<file path="config.mk">
export PLATFORM = sky130hd
export DESIGN_NAME = serial_pattern_tx_flat
export DESIGN_NICKNAME = d
export VERILOG_FILES = /design/src/rtl/serial_pattern_tx_if.sv /design/src/rtl/serial_pattern_tx.sv /design/src/flat_wrapper.sv
export SDC_FILE = /design/constraint.sdc
export NUM_CORES = 1
export LEC_CHECK = 0
export ABC_CLOCK_PERIOD_IN_PS = 1700
export BUFFER_PORTS_ARGS = -buffer_cell sky130_fd_sc_hd__buf_2
export CORE_MARGIN = 3
export CORE_UTILIZATION = 51
export CTS_CLUSTER_SIZE = 16
export DETAILED_ROUTE_END_ITERATION = 8
export HOLD_SLACK_MARGIN = 0.12
export PLACE_DENSITY = 0.75
export SETUP_SLACK_MARGIN = 0.4
export SYNTH_ARGS = -nofsm -noshare
export SYNTH_HDL_FRONTEND = slang
export SYNTH_SLANG_ARGS = --single-unit
export TNS_END_PERCENT = 50
</file>
<file path="constraint.sdc">
create_clock -name clk -period 1.7 [get_ports clk]
set_input_delay 0.51 -clock clk [delete_from_list [all_inputs] [get_ports clk]]
set_output_delay 0.51 -clock clk [all_outputs]
set_load 0.1 [all_outputs]
</file>
<file path="src/rtl/serial_pattern_tx_if.sv">
// rtl/serial_pattern_tx_if.sv - start/abort request and serial output bundle for serial_pattern_tx
interface serial_pattern_tx_if #(
    parameter int WIDTH = 6,
    parameter int REP_W = 4
);
    logic             start;
    logic             pat_sel;
    logic [WIDTH-1:0] pat_in;
    logic [REP_W-1:0] reps;
    logic             abort;
    logic             out;
    logic             valid;
    logic             busy;
    logic             done;

    modport master (
        output start, pat_sel, pat_in, reps, abort,
        input  out, valid, busy, done
    );

    modport slave (
        input  start, pat_sel, pat_in, reps, abort,
        output out, valid, busy, done
    );
endinterface

</file>
<file path="src/rtl/serial_pattern_tx.sv">
// rtl/serial_pattern_tx.sv - MSB-first serial pattern source with repeat/gap; SERIAL_PATTERN_TX_PARITY_EN adds a parity bit per copy
module serial_pattern_tx #(
    parameter int               WIDTH   = 6,
    parameter logic [WIDTH-1:0] PATTERN = 6'b110101,
    parameter int               REP_W   = 4,
    parameter int               GAP     = 0
) (
    input  logic                clk,
    input  logic                rstn,
    serial_pattern_tx_if.slave  bus
);
    localparam int CW = $clog2(WIDTH);
    localparam int GW = (GAP > 1) ? $clog2(GAP) : 1;
    localparam logic [CW-1:0] LAST_IDX = CW'(WIDTH - 1);
    localparam logic [GW-1:0] GAP_LOAD = (GAP > 0) ? GW'(GAP - 1) : '0;

    typedef enum logic [1:0] {S_IDLE, S_SHIFT, S_GAP} state_t;

    state_t             state_q, state_d;
    logic [WIDTH-1:0]   pat_q, pat_d;
    logic [WIDTH-1:0]   shreg_q, shreg_d;
    logic [CW-1:0]      bit_cnt_q, bit_cnt_d;
    logic [REP_W-1:0]   rep_cnt_q, rep_cnt_d;
    logic [GW-1:0]      gap_cnt_q, gap_cnt_d;
    logic               fin_q, fin_d;
    logic               out_q, out_d;
    logic               valid_q, valid_d;
    logic               busy_q, busy_d;
    logic               done_q, done_d;
    logic               copy_end;
    logic [REP_W-1:0]   rep_left;
`ifdef SERIAL_PATTERN_TX_PARITY_EN
    logic               par_q, par_d;
`endif

    // Output registers hold what is on the wire this cycle; done follows a normal finish by one cycle.
    always_comb begin
        state_d   = state_q;
        pat_d     = pat_q;
        shreg_d   = shreg_q;
        bit_cnt_d = bit_cnt_q;
        rep_cnt_d = rep_cnt_q;
        gap_cnt_d = gap_cnt_q;
        fin_d     = 1'b0;
        out_d     = 1'b0;
        valid_d   = 1'b0;
        busy_d    = 1'b0;
        done_d    = 1'b0;
        copy_end  = 1'b0;
        rep_left  = rep_cnt_q - REP_W'(1);
`ifdef SERIAL_PATTERN_TX_PARITY_EN
        par_d     = par_q;
`endif
        unique case (state_q)
            S_IDLE: begin
                done_d = fin_q;
                if (bus.start && !bus.abort && (bus.reps != '0) && !busy_q) begin
                    pat_d     = bus.pat_sel ? bus.pat_in : PATTERN;
                    shreg_d   = bus.pat_sel ? bus.pat_in : PATTERN;
                    bit_cnt_d = LAST_IDX;
                    rep_cnt_d = bus.reps;
`ifdef SERIAL_PATTERN_TX_PARITY_EN
                    par_d     = 1'b0;
`endif
                    state_d   = S_SHIFT;
                end
            end
            S_SHIFT: begin
                if (bus.abort) begin
                    state_d = S_IDLE;
                end else begin
                    valid_d = 1'b1;
                    busy_d  = 1'b1;
`ifdef SERIAL_PATTERN_TX_PARITY_EN
                    if (par_q) begin
                        out_d    = ^pat_q;
                        par_d    = 1'b0;
                        copy_end = 1'b1;
                    end else begin
                        out_d   = shreg_q[WIDTH-1];
                        shreg_d = shreg_q << 1;
                        if (bit_cnt_q == '0) par_d = 1'b1;
                        else                 bit_cnt_d = bit_cnt_q - CW'(1);
                    end
`else
                    out_d   = shreg_q[WIDTH-1];
                    shreg_d = shreg_q << 1;
                    if (bit_cnt_q == '0) copy_end  = 1'b1;
                    else                 bit_cnt_d = bit_cnt_q - CW'(1);
`endif
                    if (copy_end) begin
                        rep_cnt_d = rep_left;
                        if (rep_left == '0) begin
                            state_d = S_IDLE;
                            fin_d   = 1'b1;
                        end else if (GAP == 0) begin
                            shreg_d   = pat_q;
                            bit_cnt_d = LAST_IDX;
                        end else begin
                            state_d   = S_GAP;
                            gap_cnt_d = GAP_LOAD;
                        end
                    end
                end
            end
            S_GAP: begin
                if (bus.abort) begin
                    state_d = S_IDLE;
                end else begin
                    busy_d = 1'b1;
                    if (gap_cnt_q == '0) begin
                        shreg_d   = pat_q;
                        bit_cnt_d = LAST_IDX;
                        state_d   = S_SHIFT;
                    end else begin
                        gap_cnt_d = gap_cnt_q - GW'(1);
                    end
                end
            end
            default: state_d = S_IDLE;
        endcase
    end

    always_ff @(posedge clk or negedge rstn) begin
        if (!rstn) begin
            state_q   <= S_IDLE;
            pat_q     <= '0;
            shreg_q   <= '0;
            bit_cnt_q <= '0;
            rep_cnt_q <= '0;
            gap_cnt_q <= '0;
            fin_q     <= 1'b0;
            out_q     <= 1'b0;
            valid_q   <= 1'b0;
            busy_q    <= 1'b0;
            done_q    <= 1'b0;
`ifdef SERIAL_PATTERN_TX_PARITY_EN
            par_q     <= 1'b0;
`endif
        end else begin
            state_q   <= state_d;
            pat_q     <= pat_d;
            shreg_q   <= shreg_d;
            bit_cnt_q <= bit_cnt_d;
            rep_cnt_q <= rep_cnt_d;
            gap_cnt_q <= gap_cnt_d;
            fin_q     <= fin_d;
            out_q     <= out_d;
            valid_q   <= valid_d;
            busy_q    <= busy_d;
            done_q    <= done_d;
`ifdef SERIAL_PATTERN_TX_PARITY_EN
            par_q     <= par_d;
`endif
        end
    end

    assign bus.out   = out_q;
    assign bus.valid = valid_q;
    assign bus.busy  = busy_q;
    assign bus.done  = done_q;
endmodule

</file>
<file path="src/flat_wrapper.sv">
// flat-port wrapper written by rule: the top's interface ports become plain ports
module serial_pattern_tx_flat 
#(
    parameter int               WIDTH   = 6,
    parameter logic [WIDTH-1:0] PATTERN = 6'b110101,
    parameter int               REP_W   = 4,
    parameter int               GAP     = 0
)
  (clk, rstn, bus_start, bus_pat_sel, bus_pat_in, bus_reps, bus_abort, bus_out, bus_valid, bus_busy, bus_done);
  serial_pattern_tx_if #(.WIDTH(WIDTH), .REP_W(REP_W)) bus_i ();
  input  logic clk;
  input  logic rstn;
  input wire logic [$bits(bus_i.start)-1:0] bus_start;
  input wire logic [$bits(bus_i.pat_sel)-1:0] bus_pat_sel;
  input wire logic [$bits(bus_i.pat_in)-1:0] bus_pat_in;
  input wire logic [$bits(bus_i.reps)-1:0] bus_reps;
  input wire logic [$bits(bus_i.abort)-1:0] bus_abort;
  output wire logic [$bits(bus_i.out)-1:0] bus_out;
  output wire logic [$bits(bus_i.valid)-1:0] bus_valid;
  output wire logic [$bits(bus_i.busy)-1:0] bus_busy;
  output wire logic [$bits(bus_i.done)-1:0] bus_done;
  assign bus_i.start = bus_start;
  assign bus_i.pat_sel = bus_pat_sel;
  assign bus_i.pat_in = bus_pat_in;
  assign bus_i.reps = bus_reps;
  assign bus_i.abort = bus_abort;
  assign bus_out = bus_i.out;
  assign bus_valid = bus_i.valid;
  assign bus_busy = bus_i.busy;
  assign bus_done = bus_i.done;
  serial_pattern_tx #(.WIDTH(WIDTH), .PATTERN(PATTERN), .REP_W(REP_W), .GAP(GAP)) u_core (.clk(clk), .rstn(rstn), .bus(bus_i));
endmodule
</file>
==> results of run 1 <==
[registers in the layout (all words and copies together) (netlist names)]
signal            flops
u_core.fin_q          1
u_core.bit_cnt_q      3
u_core.state_q        1
u_core.bus.done       1
u_core.bus.out        1
u_core.bus.busy       1
u_core.shreg_q        6
u_core.rep_cnt_q      4
u_core.pat_q          6
[per-stage QoR]
stage | setup WS, ps | TNS (ps) | hold slack (ps) | utilization, %
finish | -212 | -1680 | 135 | 85.3
detailed placement | -426 | -3060 | 459 | 67.7
global route | -316 | -2410 | 166 | 85.3
global placement | -307 | -2160 | 454 | 67.7
CTS | -209 | -1200 | 171 | 79.3
floorplan | -61.8 | -308 | 214 | -
[cells by family (layout without fill, tap and decap cells)]
logic type,after synthesis,count (layout),synth area share [%]
DFF,24,24,42.6
adders and majority gates,4,4,3.55
muxes,3,3,2.40
buffers and inverters,16,68,5.68
AOI/OAI and AO/OA,48,48,26.0
and+or+nand+nor,49,49,19.8
[area by class of cell]
type                       count  area, um2  share of cell area, %
sequential                    24        602                   27.7
multi-input combinational    104        942                   43.4
timing repair buffer          56        499                   23.0
tap                           30       37.5                   1.73
inverter                       8       36.3                   1.67
clock inverter                 1       30.0                   1.38
clock buffer                   3       22.5                   1.04
[power groups by stage]
stage	clock, mW	combinational [mW]	sequential (mW)
2_1_floorplan	0	0.528	0.796
3_3_place_gp	0	0.826	0.787
3_5_place_dp	0	0.862	0.798
4_1_cts	0.420	1.14	0.786
5_1_grt	0.453	1.46	0.825
6_report	0.431	1.38	0.817
[cell usage in the layout (no fill, tap or decap), drive strengths merged, types with 2 or more instances in the layout]
master,n
nor2b,2
clkbuf,4
and2b,2
nor3,3
nand2b,7
o211ai,2
buf,55
and2,2
nand2,13
dfrtp,24
nand3,3
a311oi,6
o21bai,2
inv,7
nor2,7
o31ai,6
o21ai,10
mux2,3
nor4b,6
ha,4
a21oi,9
a221o,5
[what timing repair did]
action | in CTS | in global routing
setup endpoints to repair | 23 | 24
pin swaps | 18 | 19
buffers inserted | 8 | 6
resized for setup | 43 | 24
[per-layer routing]
| metal | global-route usage, % | routed length, um | up-vias | part of all wire, % |
|---|---|---|---|---|
| met4 | 12.6 | 145 | 0 | 3.0 |
| met3 | 3.51 | 316 | 13 | 6.5 |
| met1 | 33.0 | 1990 | 728 | 41 |
| met5 | 0 | 0 | - | 0 |
| li1 | - | - | 646 | - |
| met2 | 42.7 | 2380 | 63 | 49 |
[path summary, 6_finish.rpt]
path / start / to / slack (ps)
max in group asynchronous: rstn / u_core.bus.busy$_DFF_PN0_ / 1140
setup reg to reg: u_core.rep_cnt_q[0]$_DFFE_PN0P_ / u_core.shreg_q[5]$_DFFE_PN0P_ / -210
min in group clk: bus_pat_in[3] / u_core.pat_q[3]$_DFFE_PN0P_ / 410
hold reg to reg: u_core.pat_q[0]$_DFFE_PN0P_ / u_core.pat_q[0]$_DFFE_PN0P_ / 510
setup / recovery: u_core.rep_cnt_q[0]$_DFFE_PN0P_ / u_core.shreg_q[5]$_DFFE_PN0P_ / -210
hold / removal: rstn / u_core.shreg_q[1]$_DFFE_PN0P_ / 140
==> flow_summary.ini, run 1 <==
[global_route]
grt_usage_pct = 25.7
grt_pass1_vias = 1377
grt_max_degree = 25
antenna_found_initial = 0
grt_pass1_wl_um = 6650
grt_overflow = 0

[finish]
stdcell_area_mm2 = 0.00217
area_growth_pct = 53.9
drive_above_1_share_pct = 51.5
layout.nets = 216
nFillCells = 124
diodes = 0
instances_no_fill = 226

[power]
p_sw_share_pct = 38.6
switching_power_mw = 1.02
vdd_drop_max_mv = 1.18
p_comb_share_pct = 52.6
power.density_mw_per_mm2 = 1210
p_total_mw = 2.63
power_frac_clock_pct = 16.4
internal_power_mw = 1.62
p_leak_nw = 0.930
p_seq_share_pct = 31.0

[floorplanning]
fp-row-count = 18
core_mm2 = 0.00254
start_util_pct = 55.4
dieArea_mm2 = 0.00343
num_io_pins = 19
fp.dieH_um = 58.6
die_w_um = 58.6

[clock_network]
ctsHoldBuffers = 0
ctsRootBufferMaster = clkbuf_4
cts_made_buffers = 3
clk_pin_slew_worst_paths_ps = 150
cts_htree_levels = 1
cts_max_path_buffers = 2
cts.sinks = 24
clock_latency_ps = 350
cts_tree = yes

[worst_setup_path]
path_buf_inv = 3
critPathTopFamily = compound AO/OA/AOI/OAI gates
cp.depth = 8
path_cells = buf_6 -> inv_4 -> ha_4 -> buf_4 -> a41o_4 -> a221o_1 -> a311oi_2 -> o31ai_1
end_kind = flip-flop
crit_fanout = 6
critPathLaunchType = flip-flop
crit_arrival_ps = 2160
required_ps = 1950
slowest_delay_ps = 420
reg2regPathDepth = 8
setup.worst_path.class = reg2reg
cp_slowest_cell = dfrtp_1

[yosys]
synth_seq_cells = 24
async_reset_ff_share_pct = 100
yosysSeqAreaShare_pct = 42.6
synth.avg_cell_area_um2 = 9.79
synthTopCellsByArea = dfrtp_1 43%, nor4b_1 3.7%, a221o_1 3.5%
synth_top_area_cell = dfrtp_1
synth_area_mm2 = 0.00141
synth_edf_count = 0
synth_top_area_share_pct = 42.6
synth_nets = 163
synth_most_common_cell = dfrtp_1
synth.distinct_cells = 38
synth_ff_type = dfrtp_1
netlist_instances = 144
ys.warnings.count = 0
synth_common_cells = 24 x dfrtp_1, 13 x nand2_1, 10 x o21ai_0

[placed_design]
port_buffers = 18
gp_congestion = 0.848
dpl.hpwl_um = 2490
dpl_cell_area_mm2 = 0.00172
dp_cells = 208

[sta]
slew_headroom_pct = 61.9
finalCritPeriodShare_pct = 112
max_freq_mhz = 523
final-setup-viol-count = 11
skew_ps = 25.8
finalWorstSetupSlack_ps = -212
hold_viol_final = 0
worstMarginPinSlew_ps = 571
period_needed_ps = 1910
rsz0062_at_grt = yes
slew_violations = 0

[min_path]
worstHoldPathType = in2async

[outcome]
status = finished with violations
violations = setup timing

[routing]
via_per_inst = 6.42
route.detailed.drc = 0
drt_pass1_iterations = 4
detail-route-antenna-nets = 0
drtIter0Drc = 95
drt_wl_total_um = 4830
dr_total_vias = 1450
wl_per_cell_um = 21.4

[job]
maxCapViolations = 0
Power figures use the tool's default switching activity.
==> inputs of run 2 (changes only) <==
--- a/config.mk
+++ b/config.mk
@@ -5,14 +5,15 @@
 export SDC_FILE = /design/constraint.sdc
 export NUM_CORES = 1
 export LEC_CHECK = 0
-export ABC_CLOCK_PERIOD_IN_PS = 1700
+export ABC_AREA = 1
+export ABC_CLOCK_PERIOD_IN_PS = 2500
 export BUFFER_PORTS_ARGS = -buffer_cell sky130_fd_sc_hd__buf_2
 export CORE_MARGIN = 3
-export CORE_UTILIZATION = 51
+export CORE_UTILIZATION = 60
 export CTS_CLUSTER_SIZE = 16
 export DETAILED_ROUTE_END_ITERATION = 8
 export HOLD_SLACK_MARGIN = 0.12
-export PLACE_DENSITY = 0.75
+export PLACE_DENSITY = 0.83
 export SETUP_SLACK_MARGIN = 0.4
 export SYNTH_ARGS = -nofsm -noshare
 export SYNTH_HDL_FRONTEND = slang
==> constraint.sdc (replaced) <==
create_clock -name clk -period 2.5 [get_ports clk]
set_input_delay 0.75 -clock clk [delete_from_list [all_inputs] [get_ports clk]]
set_output_delay 0.75 -clock clk [all_outputs]
set_load 0.1 [all_outputs]
==> run 2 against run 1 <==
The flow now finishes without violations. Register-to-register slack improved by 1000 ps. Die area decreased by 17%. First-iteration DRC count decreased by 74%. Clock power decreased by 62%. Critical path type is now reg2out. Critical endpoint is now bus_valid. Largest cell class unchanged.
==> flow_summary.ini, run 2 <==
[routing]
drtIter0Drc = 25
drt_pass1_iterations = 4
wl_per_cell_um = 12.4
detail-route-antenna-nets = 0
route.detailed.drc = 0
dr_total_vias = 1112
via_per_inst = 5.27
drt_wl_total_um = 2620

[power]
p_seq_share_pct = 45.7
power.density_mw_per_mm2 = 838
vdd_drop_max_mv = 0.577
internal_power_mw = 0.725
p_sw_share_pct = 41.5
p_leak_nw = 0.747
switching_power_mw = 0.515
p_comb_share_pct = 40.9
power_frac_clock_pct = 13.3

[floorplanning]
fp-row-count = 16
core_mm2 = 0.00204
start_util_pct = 66.3
die_w_um = 53.5
num_io_pins = 19
fp.dieH_um = 53.5
dieArea_mm2 = 0.00286

[worst_setup_path]
crit_arrival_ps = 1120
path_cells = buf_2
setup.worst_path.class = reg2out
slowest_delay_ps = 430
reg2regPathDepth = 8
critPathLaunchType = flip-flop
required_ps = 1750
critPathTopFamily = buffers and inverters
path_buf_inv = 1
r2r_start = u_core.bit_cnt_q[0]$_DFFE_PN0P_
cp_slowest_cell = buf_2
crit_fanout = 3
r2r_setup_slack_ps = 810
end_kind = primary output
r2r_end = u_core.rep_cnt_q[1]$_DFFE_PN0P_

[global_route]
grt_max_degree = 25
antenna_found_initial = 0
grt_overflow = 0
grt_usage_pct = 22.3
grt_pass1_vias = 1048
grt_pass1_wl_um = 4570

[yosys]
synth_nets = 186
synth_edf_count = 0
synth_seq_cells = 24
synth_xor_area_share_pct = 0.647
synth_adder_area_share_pct = 3.70
netlist_instances = 167
yosysSeqAreaShare_pct = 44.4
ys.warnings.count = 0
yosys-mux-area-fraction_pct = 0
synth_area_mm2 = 0.00135
synth.avg_cell_area_um2 = 8.11
yosys.area_share.simple_pct = 28.9
synth_common_cells = 27 x nor2_1, 26 x nand2_1, 25 x inv_1
synth_top_family_by_area = simple AND/OR/NAND/NOR gates
synth_compound_area_share_pct = 12.3
synth_top_area_share_pct = 44.4
synth_ff_type = dfrtp_1
synth.distinct_cells = 25
synthTopCellsByArea = dfrtp_1 44%, nor2_1 7.5%, nand2_1 7.2%
synth_most_common_cell = nor2_1
synth_top_area_cell = dfrtp_1
async_reset_ff_share_pct = 100

[clock_network]
ctsHoldBuffers = 0
ctsRootBufferMaster = clkbuf_4
cts_tree = yes
cts_htree_levels = 1
clock_latency_ps = 310
clk_pin_slew_worst_paths_ps = 120
post_cts_buffers = 0
cts_max_path_buffers = 2
cts_made_buffers = 3
ctsResizeCount = 0
cts.sinks = 24

[finish]
instances_no_fill = 211
layout_common_cells = 27 x nor2_1, 26 x nand2_1, 25 x inv_1, 24 x dfrtp_1, 18 x buf_2
area_growth_pct = 9.33
final_common_cell = nor2_1
final_util_pct = 72.5
nFillCells = 170
diodes = 0
drive_above_1_share_pct = 23.4
layout_top_registers = u_core.pat_q x6, u_core.shreg_q x6, u_core.rep_cnt_q x4
layout.nets = 205

[sta]
max_freq_mhz = 536
final-setup-viol-count = 0
slew_violations = 0
period_needed_ps = 1870
setup_tns_ps = 0
worstMarginPinSlew_ps = 533
rsz0062_at_grt = no
hold_viol_final = 0
skew_ps = 2.78
finalCritPeriodShare_pct = 74.7
slew_headroom_pct = 64.5
finalWorstSetupSlack_ps = 634

[placed_design]
preCtsSetupSlack_ps = 615
dpl.hpwl_um = 2000
port_buffers = 18
dp_cells = 208
gp_congestion = 0.796

[job]
maxCapViolations = 0

[min_path]
worstHoldPathType = in2async

[outcome]
status = complete, no violations
==> run 2: changes by cell type after synthesis, moves of 4 or more <==
cell	previous run	this run
nand3_1	3	12
a221o_1	5	0
nor2_1	7	27
o21ai_0	10	1
inv_2	0	4
a21oi_1	9	1
o31ai_1	6	1
nor4b_1	6	0
inv_1	8	25
o21ai_1	0	12
nand2b_1	6	0
a311oi_1	5	0
nand2_1	13	26
a21oi_2	0	5
==> run 2: routing by layer <==
| layer | GRT usage [%] | vias to the layer above | part of all wire, % |
|---|---|---|---|
| met5 | 0 | - | 0 |
| met1 | 28.8 | 514 | 47 |
| met3 | 2.82 | 7 | 5.8 |
| met2 | 36.3 | 34 | 45 |
| met4 | 11.1 | 0 | 2.3 |
| li1 | - | 557 | - |
==> run 2: worst max-delay path by stage <==
stage / start / endpoint / cells past startpoint
final: u_core.bus.busy$_DFF_PN0_ / bus_valid / 1
after global routing: u_core.bus.busy$_DFF_PN0_ / bus_valid / 1
after CTS: u_core.bus.busy$_DFF_PN0_ / bus_valid / 1
after detailed placement: bus_abort / u_core.shreg_q[4]$_DFFE_PN0P_ / 7
after global placement: bus_abort / u_core.shreg_q[4]$_DFFE_PN0P_ / 7
after floorplan: u_core.bus.busy$_DFF_PN0_ / bus_valid / 1
==> run 2: power by group through the flow <==
stage               combinational (mW)  clock, mW  sequential, mW
floorplan                        0.393          0           0.577
global placement                 0.486          0           0.567
detailed placement               0.508          0           0.576
CTS                              0.510      0.173           0.568
global route                     0.581      0.177           0.580
finish                           0.508      0.165           0.567
==> run 2: kinds of logic (layout without fill, tap and decap cells) <==
family | count (synthesis) | after routing
buf+inv | 34 | 51
flops | 24 | 24
xor+xnor | 1 | 1
simple gates | 79 | 79
fa+ha+maj | 4 | 4
compound gates | 25 | 25
==> run 2: metrics by stage <==
stage / hold WS, ps / cell area [um2] / power, mW
global placement: 443 / 1460 / 1.05
detailed placement: 456 / 1460 / 1.08
global route: 431 / 1480 / 1.34
finish: 400 / 1480 / 1.24
CTS: 409 / 1480 / 1.25
floorplan: 434 / 1350 / 0.970
==> run 2: final cells by class <==
cell class	count	area (um2)	share of cell area, %
timing repair buffer	19	97.6	6.59
clock buffer	3	22.5	1.52
sequential	24	601	40.6
tap	27	33.8	2.28
inverter	29	109	7.35
multi-input combinational	109	617	41.7
